===== config.mk =====
export PLATFORM = sky130hd
export DESIGN_NAME = xgmii_rx_decoder
export DESIGN_NICKNAME = d
export VERILOG_FILES = /design/src/rtl/xgmii_rx_decoder.sv
export SDC_FILE = /design/constraint.sdc
export NUM_CORES = 1
export LEC_CHECK = 0
export BUFFER_PORTS_ARGS = -buffer_cell sky130_fd_sc_hd__buf_2
export CAP_MARGIN = 10
export CORE_UTILIZATION = 44
export CTS_BUF_LIST = sky130_fd_sc_hd__clkbuf_8 sky130_fd_sc_hd__clkbuf_16
export DETAILED_ROUTE_END_ITERATION = 12
export GPL_TIMING_DRIVEN = 1
export PLACE_DENSITY_LB_ADDON = 0.05
export SLEW_MARGIN = 15
export SYNTH_ARGS = -nofsm -noshare
export SYNTH_HDL_FRONTEND = slang
export SYNTH_SLANG_ARGS = --single-unit

===== constraint.sdc =====
create_clock -name clk_156m25 -period 3.44 [get_ports clk_156m25]
set_clock_uncertainty 0.15 [all_clocks]
set_input_delay 0.516 -clock clk_156m25 [delete_from_list [all_inputs] [get_ports clk_156m25]]
set_output_delay 0.516 -clock clk_156m25 [all_outputs]
set_load 0.005 [all_outputs]

===== src/rtl/xgmii_rx_decoder.sv =====
`default_nettype none
// +--------------------------------------------------------------------------+
// | Module      : xgmii_rx_decoder                                           |
// | Description : Reference XGMII receiver. Turns a 64-bit/8-lane XGMII      |
// |               stream back into sop/eop/val/mod/err packet words. It      |
// |               strips start and preamble, finds terminate, realigns the   |
// |               frame tail, and flags framing and length errors.           |
// | Revision    : 1.0 - initial release                                      |
// +--------------------------------------------------------------------------+
// | Ports                                                                    |
// |   clk_156m25        in   1   block clock                                 |
// |   reset_156m25      in   1   synchronous active-high reset               |
// |   xgmii_rxd         in  64   XGMII data, lane k = [8k+7:8k]              |
// |   xgmii_rxc         in   8   XGMII control, bit k flags lane k           |
// |   pkt_rx_data       out 64   frame data, lane 0 byte in [63:56]          |
// |   pkt_rx_val        out  1   word strobe                                 |
// |   pkt_rx_sop        out  1   first word of frame                         |
// |   pkt_rx_eop        out  1   last word of frame                          |
// |   pkt_rx_mod        out  3   valid bytes in eop word mod 8               |
// |   pkt_rx_err        out  1   frame error, only with eop                  |
// |   stat_frames_good  out 32   saturating good-frame counter               |
// |   stat_frames_bad   out 32   saturating bad/dropped-frame counter        |
// | Build option                                                             |
// |   XGMII_RX_DEC_STATS_EN : when defined, the two frame counters are built;|
// |                           otherwise both stat outputs are tied to 0.     |
// +--------------------------------------------------------------------------+
module xgmii_rx_decoder #(
  parameter int MIN_LEN = 64,
  parameter int MAX_LEN = 1518
) (
  input  logic        clk_156m25,
  input  logic        reset_156m25,
  input  logic [63:0] xgmii_rxd,
  input  logic [7:0]  xgmii_rxc,
  output logic [63:0] pkt_rx_data,
  output logic        pkt_rx_val,
  output logic        pkt_rx_sop,
  output logic        pkt_rx_eop,
  output logic [2:0]  pkt_rx_mod,
  output logic        pkt_rx_err,
  output logic [31:0] stat_frames_good,
  output logic [31:0] stat_frames_bad
);

  typedef enum logic [1:0] {
    ST_IDLE = 2'd0,
    ST_DATA = 2'd1,
    ST_DROP = 2'd2
  } state_e;

  localparam logic [7:0]  C_START   = 8'hFB;
  localparam logic [7:0]  C_TERM    = 8'hFD;
  localparam logic [7:0]  C_PRE     = 8'h55;
  localparam logic [7:0]  C_SFD     = 8'hD5;
  localparam logic [13:0] C_CNT_MAX = 14'h3FFF;

  state_e      state_q, state_d;
  logic [63:0] hold_data_q, hold_data_d;
  logic        hold_vld_q, hold_vld_d;
  logic        hold_sop_q, hold_sop_d;
  logic        hold_last_q, hold_last_d;
  logic        hold_err_q, hold_err_d;
  logic [2:0]  hold_mod_q, hold_mod_d;
  logic [13:0] cnt_q, cnt_d;
  logic        err_q, err_d;

  logic [63:0] data_q, data_d;
  logic        val_q, val_d, sop_q, sop_d, eop_q, eop_d, oerr_q, oerr_d;
  logic [2:0]  mod_q, mod_d;

  // Word decode
  logic        w_is_start, w_pre_ok, w_term_found, w_ctrl_err, w_len_err;
  logic [2:0]  w_term_lane;
  logic [7:0]  w_below_mask;
  logic [63:0] w_swapped, w_tail;
  logic [14:0] w_total;

  always_comb begin
    w_is_start = xgmii_rxc[0] && (xgmii_rxd[7:0] == C_START);
    w_pre_ok   = (xgmii_rxc[7:1] == 7'd0) && (xgmii_rxd[63:56] == C_SFD);
    for (int i = 1; i < 7; i++) begin
      if (xgmii_rxd[8*i +: 8] != C_PRE) w_pre_ok = 1'b0;
    end
    // Descending scan so the lowest terminate lane wins.
    w_term_found = 1'b0;
    w_term_lane  = 3'd0;
    for (int i = 7; i >= 0; i--) begin
      if (xgmii_rxc[i] && (xgmii_rxd[8*i +: 8] == C_TERM)) begin
        w_term_found = 1'b1;
        w_term_lane  = 3'(i);
      end
    end
    // Any control lane ahead of terminate (or anywhere, without one) is an error.
    w_below_mask = w_term_found ? ((8'd1 << w_term_lane) - 8'd1) : 8'hFF;
    w_ctrl_err   = |(xgmii_rxc & w_below_mask);
    w_swapped    = '0;
    w_tail       = '0;
    for (int i = 0; i < 8; i++) begin
      w_swapped[63-8*i -: 8] = xgmii_rxd[8*i +: 8];
      if (i < int'(w_term_lane)) w_tail[63-8*i -: 8] = xgmii_rxd[8*i +: 8];
    end
    w_total   = {1'b0, cnt_q} + {12'd0, w_term_lane};
    w_len_err = (w_total < 15'(MIN_LEN)) || (w_total > 15'(MAX_LEN));
  end

  // Next-state logic
  logic       w_emit, w_emit_eop, w_emit_err, w_take_start, w_good_inc;
  logic [2:0] w_emit_mod;
  logic [1:0] w_bad_inc;

  always_comb begin
    state_d      = state_q;
    hold_data_d  = hold_data_q;
    hold_vld_d   = hold_vld_q;
    hold_sop_d   = hold_sop_q;
    hold_last_d  = hold_last_q;
    hold_err_d   = hold_err_q;
    hold_mod_d   = hold_mod_q;
    cnt_d        = cnt_q;
    err_d        = err_q;
    w_emit       = 1'b0;
    w_emit_eop   = 1'b0;
    w_emit_err   = 1'b0;
    w_emit_mod   = 3'd0;
    w_take_start = 1'b0;
    w_bad_inc    = 2'd0;

    // A partial tail left by terminate in lane k>0 drains one cycle later,
    // concurrently with whatever the FSM does with the current word.
    if (hold_vld_q && hold_last_q) begin
      w_emit      = 1'b1;
      w_emit_eop  = 1'b1;
      w_emit_err  = hold_err_q;
      w_emit_mod  = hold_mod_q;
      hold_vld_d  = 1'b0;
      hold_last_d = 1'b0;
    end

    case (state_q)
      ST_DATA: begin
        if (w_is_start) begin
          // New start inside a frame: close the current one as errored.
          if (hold_vld_q) begin
            w_emit     = 1'b1;
            w_emit_eop = 1'b1;
            w_emit_err = 1'b1;
          end
          hold_vld_d   = 1'b0;
          w_take_start = 1'b1;
        end else if (w_term_found) begin
          state_d = ST_IDLE;
          if (w_term_lane == 3'd0) begin
            hold_vld_d = 1'b0;
            if (hold_vld_q) begin
              w_emit     = 1'b1;
              w_emit_eop = 1'b1;
              w_emit_err = err_q | w_ctrl_err | w_len_err;
            end else begin
              // Start immediately followed by terminate: nothing to deliver.
              w_bad_inc = 2'd1;
            end
          end else begin
            w_emit      = hold_vld_q;
            hold_data_d = w_tail;
            hold_vld_d  = 1'b1;
            hold_sop_d  = (cnt_q == 14'd0);
            hold_last_d = 1'b1;
            hold_mod_d  = w_term_lane;
            hold_err_d  = err_q | w_ctrl_err | w_len_err;
          end
        end else begin
          w_emit      = hold_vld_q;
          hold_data_d = w_swapped;
          hold_vld_d  = 1'b1;
          hold_sop_d  = (cnt_q == 14'd0);
          hold_last_d = 1'b0;
          err_d       = err_q | w_ctrl_err;
          cnt_d       = (cnt_q > C_CNT_MAX - 14'd8) ? C_CNT_MAX : cnt_q + 14'd8;
        end
      end
      ST_DROP: begin
        // A fresh start also ends a dropped frame so a lost terminate cannot wedge us.
        if (w_is_start)        w_take_start = 1'b1;
        else if (w_term_found) state_d      = ST_IDLE;
      end
      default: begin
        if (w_is_start) w_take_start = 1'b1;
      end
    endcase

    if (w_take_start) begin
      cnt_d = 14'd0;
      err_d = 1'b0;
      if (w_pre_ok) begin
        state_d = ST_DATA;
      end else begin
        state_d   = ST_DROP;
        w_bad_inc = w_bad_inc + 2'd1;
      end
    end

    w_good_inc = w_emit && w_emit_eop && !w_emit_err;
    if (w_emit && w_emit_eop && w_emit_err) w_bad_inc = w_bad_inc + 2'd1;

    data_d = w_emit ? hold_data_q : 64'd0;
    val_d  = w_emit;
    sop_d  = w_emit && hold_sop_q;
    eop_d  = w_emit_eop;
    mod_d  = w_emit_mod;
    oerr_d = w_emit_err;
  end

  always_ff @(posedge clk_156m25) begin
    if (reset_156m25) begin
      state_q     <= ST_IDLE;
      hold_data_q <= '0;
      hold_vld_q  <= 1'b0;
      hold_sop_q  <= 1'b0;
      hold_last_q <= 1'b0;
      hold_err_q  <= 1'b0;
      hold_mod_q  <= 3'd0;
      cnt_q       <= 14'd0;
      err_q       <= 1'b0;
      data_q      <= '0;
      val_q       <= 1'b0;
      sop_q       <= 1'b0;
      eop_q       <= 1'b0;
      mod_q       <= 3'd0;
      oerr_q      <= 1'b0;
    end else begin
      state_q     <= state_d;
      hold_data_q <= hold_data_d;
      hold_vld_q  <= hold_vld_d;
      hold_sop_q  <= hold_sop_d;
      hold_last_q <= hold_last_d;
      hold_err_q  <= hold_err_d;
      hold_mod_q  <= hold_mod_d;
      cnt_q       <= cnt_d;
      err_q       <= err_d;
      data_q      <= data_d;
      val_q       <= val_d;
      sop_q       <= sop_d;
      eop_q       <= eop_d;
      mod_q       <= mod_d;
      oerr_q      <= oerr_d;
    end
  end

  assign pkt_rx_data = data_q;
  assign pkt_rx_val  = val_q;
  assign pkt_rx_sop  = sop_q;
  assign pkt_rx_eop  = eop_q;
  assign pkt_rx_mod  = mod_q;
  assign pkt_rx_err  = oerr_q;

`ifdef XGMII_RX_DEC_STATS_EN
  logic [31:0] stat_good_q, stat_bad_q;
  logic [32:0] w_good_sum, w_bad_sum;

  assign w_good_sum = {1'b0, stat_good_q} + {32'd0, w_good_inc};
  assign w_bad_sum  = {1'b0, stat_bad_q} + {31'd0, w_bad_inc};

  always_ff @(posedge clk_156m25) begin
    if (reset_156m25) begin
      stat_good_q <= '0;
      stat_bad_q  <= '0;
    end else begin
      stat_good_q <= w_good_sum[32] ? 32'hFFFF_FFFF : w_good_sum[31:0];
      stat_bad_q  <= w_bad_sum[32] ? 32'hFFFF_FFFF : w_bad_sum[31:0];
    end
  end

  assign stat_frames_good = stat_good_q;
  assign stat_frames_bad  = stat_bad_q;
`else
  logic w_unused_stats;
  assign w_unused_stats   = w_good_inc ^ (|w_bad_inc);
  assign stat_frames_good = 32'd0;
  assign stat_frames_bad  = 32'd0;
`endif

endmodule
`default_nettype wire


==> summary.txt <==
Power and ir drop
  • Internal power: ~2.8 mW
  • Worst vdd ir: 0.000389 V
  • P per Cell Area: 451 mW/mm^2
  • Comb power frac: about 4.6%
  • Sequential share of power: 48.9%
  • Clock Power Share: 46.5%
  • Leakage: 3.64 nW
  • Sw power: 871 uW
  • Tot Pwr: 3.72 mW
  • Switching portion of total power: 23.4%

STA
  • Period utilisation layout: a little over nine tenths
  • Final Setup Violations: 0
  • Final worst setup slack: between 0.08 and 0.09 ns
  • Worst relative slew slack: 55.3%
  • Crit path time final: 3.36 ns
  • RSZ-0062 raised after global routing: false
  • Final Hold Fails: 0
  • Worst slew pin tran: 0.669 ns
  • Max frequency: 298 MHz
  • Final Max Tran Viols: 0
  • Worst Hold Slack: 0.188 ns

Clock tree
  • Clock Tree Buf Depth: 2
  • CTS sink cnt: ~160
  • CTS tree: done
  • Worst-Skew Late Latency: roughly 0.42 ns
  • H-tree depth: 4
  • Clock Pin Slew Worst Setup and Hold Paths: roughly 0.060 ns
  • Root Driver: clkbuf_16
  • TritonCTS Buffers: 17

Job
  • Max cap viols: 0

Die
  • Die Width: 123 um
  • Die area: 0.0152 mm^2
  • Total core area: 0.0141 mm^2
  • FP Rows: 43
  • I/O pin cnt: 209
  • Starting Density: a little under half
  • Die height: 123 um

Placement
  • I/O Buffers: about 140
  • Post-placement cell count: 1076
  • Post-DP Area: ~0.0076 mm^2
  • Post-DP HPWL: 12500 um
  • DP Worst Slack: -0.388 ns
  • Routability Congestion: 0.914

Yosys
  • Register bit total from synthesis: 157
  • Netlist cell types: 54
  • Sequential area share after synthesis: about half
  • Post-synthesis area per instance: 9.05 um^2
  • Commonest cells post-synth: 157 x dfxtp_1, 76 x nor2_1, 66 x and2_1, 64 x buf_4, 47 x a22oi_1
  • Synth top area cells: dfxtp_1 49%, buf_4 7.4%, and2_1 6.4%, a22oi_1 5.5%, nor2_1 4.4%
  • Post-Syn Instances: 715
  • Leading area contributor after synthesis: dfxtp_1
  • Share of the synthesized area in the top cell type: between 40% and 50%
  • Top FF cell, synth: dfxtp_1
  • Count leader, synth: dfxtp_1
  • Asr flop ratio synth: 0%
  • Yosys warns: 0
  • Post-synth EDFFs: 0
  • Post-Syn Area: approximately 0.0065 mm^2

GRT
  • Global Route Usage Sum: between 20 and 25%
  • First-pass GRT wire length: 25800 um
  • Initial antenna violation count: 0
  • Largest net degree at the start of global routing: 50
  • Grt ovf: 0
  • Vias in the first global route: just over 5000

Detailed routing
  • # DRC: 0
  • TritonRoute pass-1 iters: 5
  • Final ANT Viol Nets: 0
  • Final Routed Wirelength: 17000 um
  • 1st-iter DRT viols: 406
  • Vias per cell: about 5.1
  • Via Count: 5612
  • Wire per inst: 15.3 um

Worst hold path
  • Hold Crit Class: in -> reg

Critical path
  • CP required: 3.59 ns
  • Critical path launch point type: primary input
  • Critical path arrival: approximately 3.5 ns
  • CP endpoint kind: flip-flop
  • Highest net fanout along the worst path: 2
  • Crit path kind: in -> reg

Finish
  • Fillcell total: around 1300
  • Non-filler cells, final: 1109
  • Final Cell Area: 0.00825 mm^2
  • Nets: ~1000
  • Layout cells sized above 1: 30.8%
  • Ant. Diodes: 0
  • Synth-to-Final Area Change: 27.4%

Run status
  • Status: finished clean
area by class of cell:
type | count | area [um^2] | share of cell area (%)
Sequential cell | 157 | 3140 | 38.1
Multi-Input combinational cell | 509 | 2960 | 35.9
Timing Repair Buffer | 222 | 1340 | 16.2
Clock buffer | 18 | 439 | 5.33
Tap cell | 180 | 225 | 2.73
Clock inverter | 14 | 109 | 1.32
Inverter | 9 | 33.8 | 0.410
worst max-delay path, cell delays in order:
cell      delay (ns)
buf_2           0.09
nand4_1         0.12
or4_4           0.44
a211o_1         0.36
a31oi_4         0.16
nor2_1          0.07
ha_2            0.19
fa_2            0.37
a21oi_4         0.15
nor2b_2         0.06
buf_4           0.13
and3_1          0.16
o22ai_1         0.16
o211ai_1        0.15
buf_4           0.17
nor3_1          0.12
a21oi_1         0.09
metal layers:
| metal | vias up | GRT usage [%] | routed length (um) |
|---|---|---|---|
| li1 | 2763 | - | - |
| met1 | 2637 | 27.6 | 7190 |
| met2 | 200 | 39.2 | 8660 |
| met3 | 12 | 4.70 | 994 |
| met4 | 0 | 6.70 | 160 |
| met5 | - | 0 | 0 |
power by group through the flow:
| stage | Combinational (mW) | Sequential, mW | Clock, mW |
|---|---|---|---|
| 2_1_floorplan | 0.0989 | 1.86 | 0 |
| 3_3_place_gp | 0.164 | 1.86 | 0 |
| 3_5_place_dp | 0.165 | 1.86 | 0 |
| 4_1_cts | 0.167 | 1.82 | 1.76 |
| 5_1_grt | 0.186 | 1.82 | 1.85 |
| 6_report | 0.171 | 1.82 | 1.73 |
stage by stage:
| stage | utilization [%] | setup TNS (ns) |
|---|---|---|
| floorplan | - | -0.108 |
| global placement | 54.2 | -0.494 |
| detailed placement | 54.2 | -0.670 |
| CTS | 58.1 | 0 |
| global route | 58.5 | 0 |
| finish | 58.5 | 0 |
sequential cells by signal, indices dropped and copies added, names as in the netlist, 2 cells and up:
name         count
hold_data_q     64
pkt_rx_data     64
cnt_q           12
hold_mod_q       3
pkt_rx_mod       3
state_q          2
kinds of logic after synthesis:
logic type / after synthesis / synth area share (%)
AO/OA/AOI/OAI: 129 / 14.2
XOR/XNOR: 4 / 0.541
adder cells (fa/ha/maj): 6 / 1.28
buffers and inverters: 112 / 10.4
flip-flops: 157 / 48.6
multiplexers: 4 / 0.638
other: 1 / 0.0579
AND/OR/NAND/NOR: 302 / 24.3
repair_timing:
item	CTS	global route
hold buffers	0	0
setup endpoints to repair	0	2
setup buffers	0	1
resized for setup	0	11
cell usage in the layout, fill, tap and decap left out, types with 4 or more instances in the layout:
master / Yosys / layout
a211oi_1: 6 / 5
a21oi_1: 38 / 37
a22oi_1: 47 / 47
and2_1: 66 / 66
and3_1: 9 / 9
buf_2: 11 / 141
buf_4: 64 / 77
clkbuf_16: 0 / 17
clkinv_2: 0 / 5
conb_1: 1 / 64
dfxtp_1: 157 / 157
ha_1: 5 / 4
inv_1: 9 / 8
inv_6: 0 / 4
nand2_1: 46 / 46
nand2b_1: 7 / 7
nand3_1: 24 / 23
nand4_1: 20 / 20
nor2_1: 76 / 74
nor2b_1: 5 / 4
nor3_1: 15 / 15
nor3_2: 4 / 4
nor4_1: 16 / 15
o211ai_1: 5 / 5
o21ai_0: 11 / 11
or3_1: 5 / 5
worst paths after layout:
path | start | end | slack, ns | depth (start not counted)
worst max-delay path | xgmii_rxd[51] | pkt_rx_err | 0.08 | 17
worst min-delay path | xgmii_rxd[52] | hold_data_q[12] | 0.19 | 3
worst max register to register | cnt_q[3] | pkt_rx_err | 0.91 | 8
worst min register to register | hold_data_q[33] | hold_data_q[33] | 0.30 | 2
(Power assumes the default switching activity.)
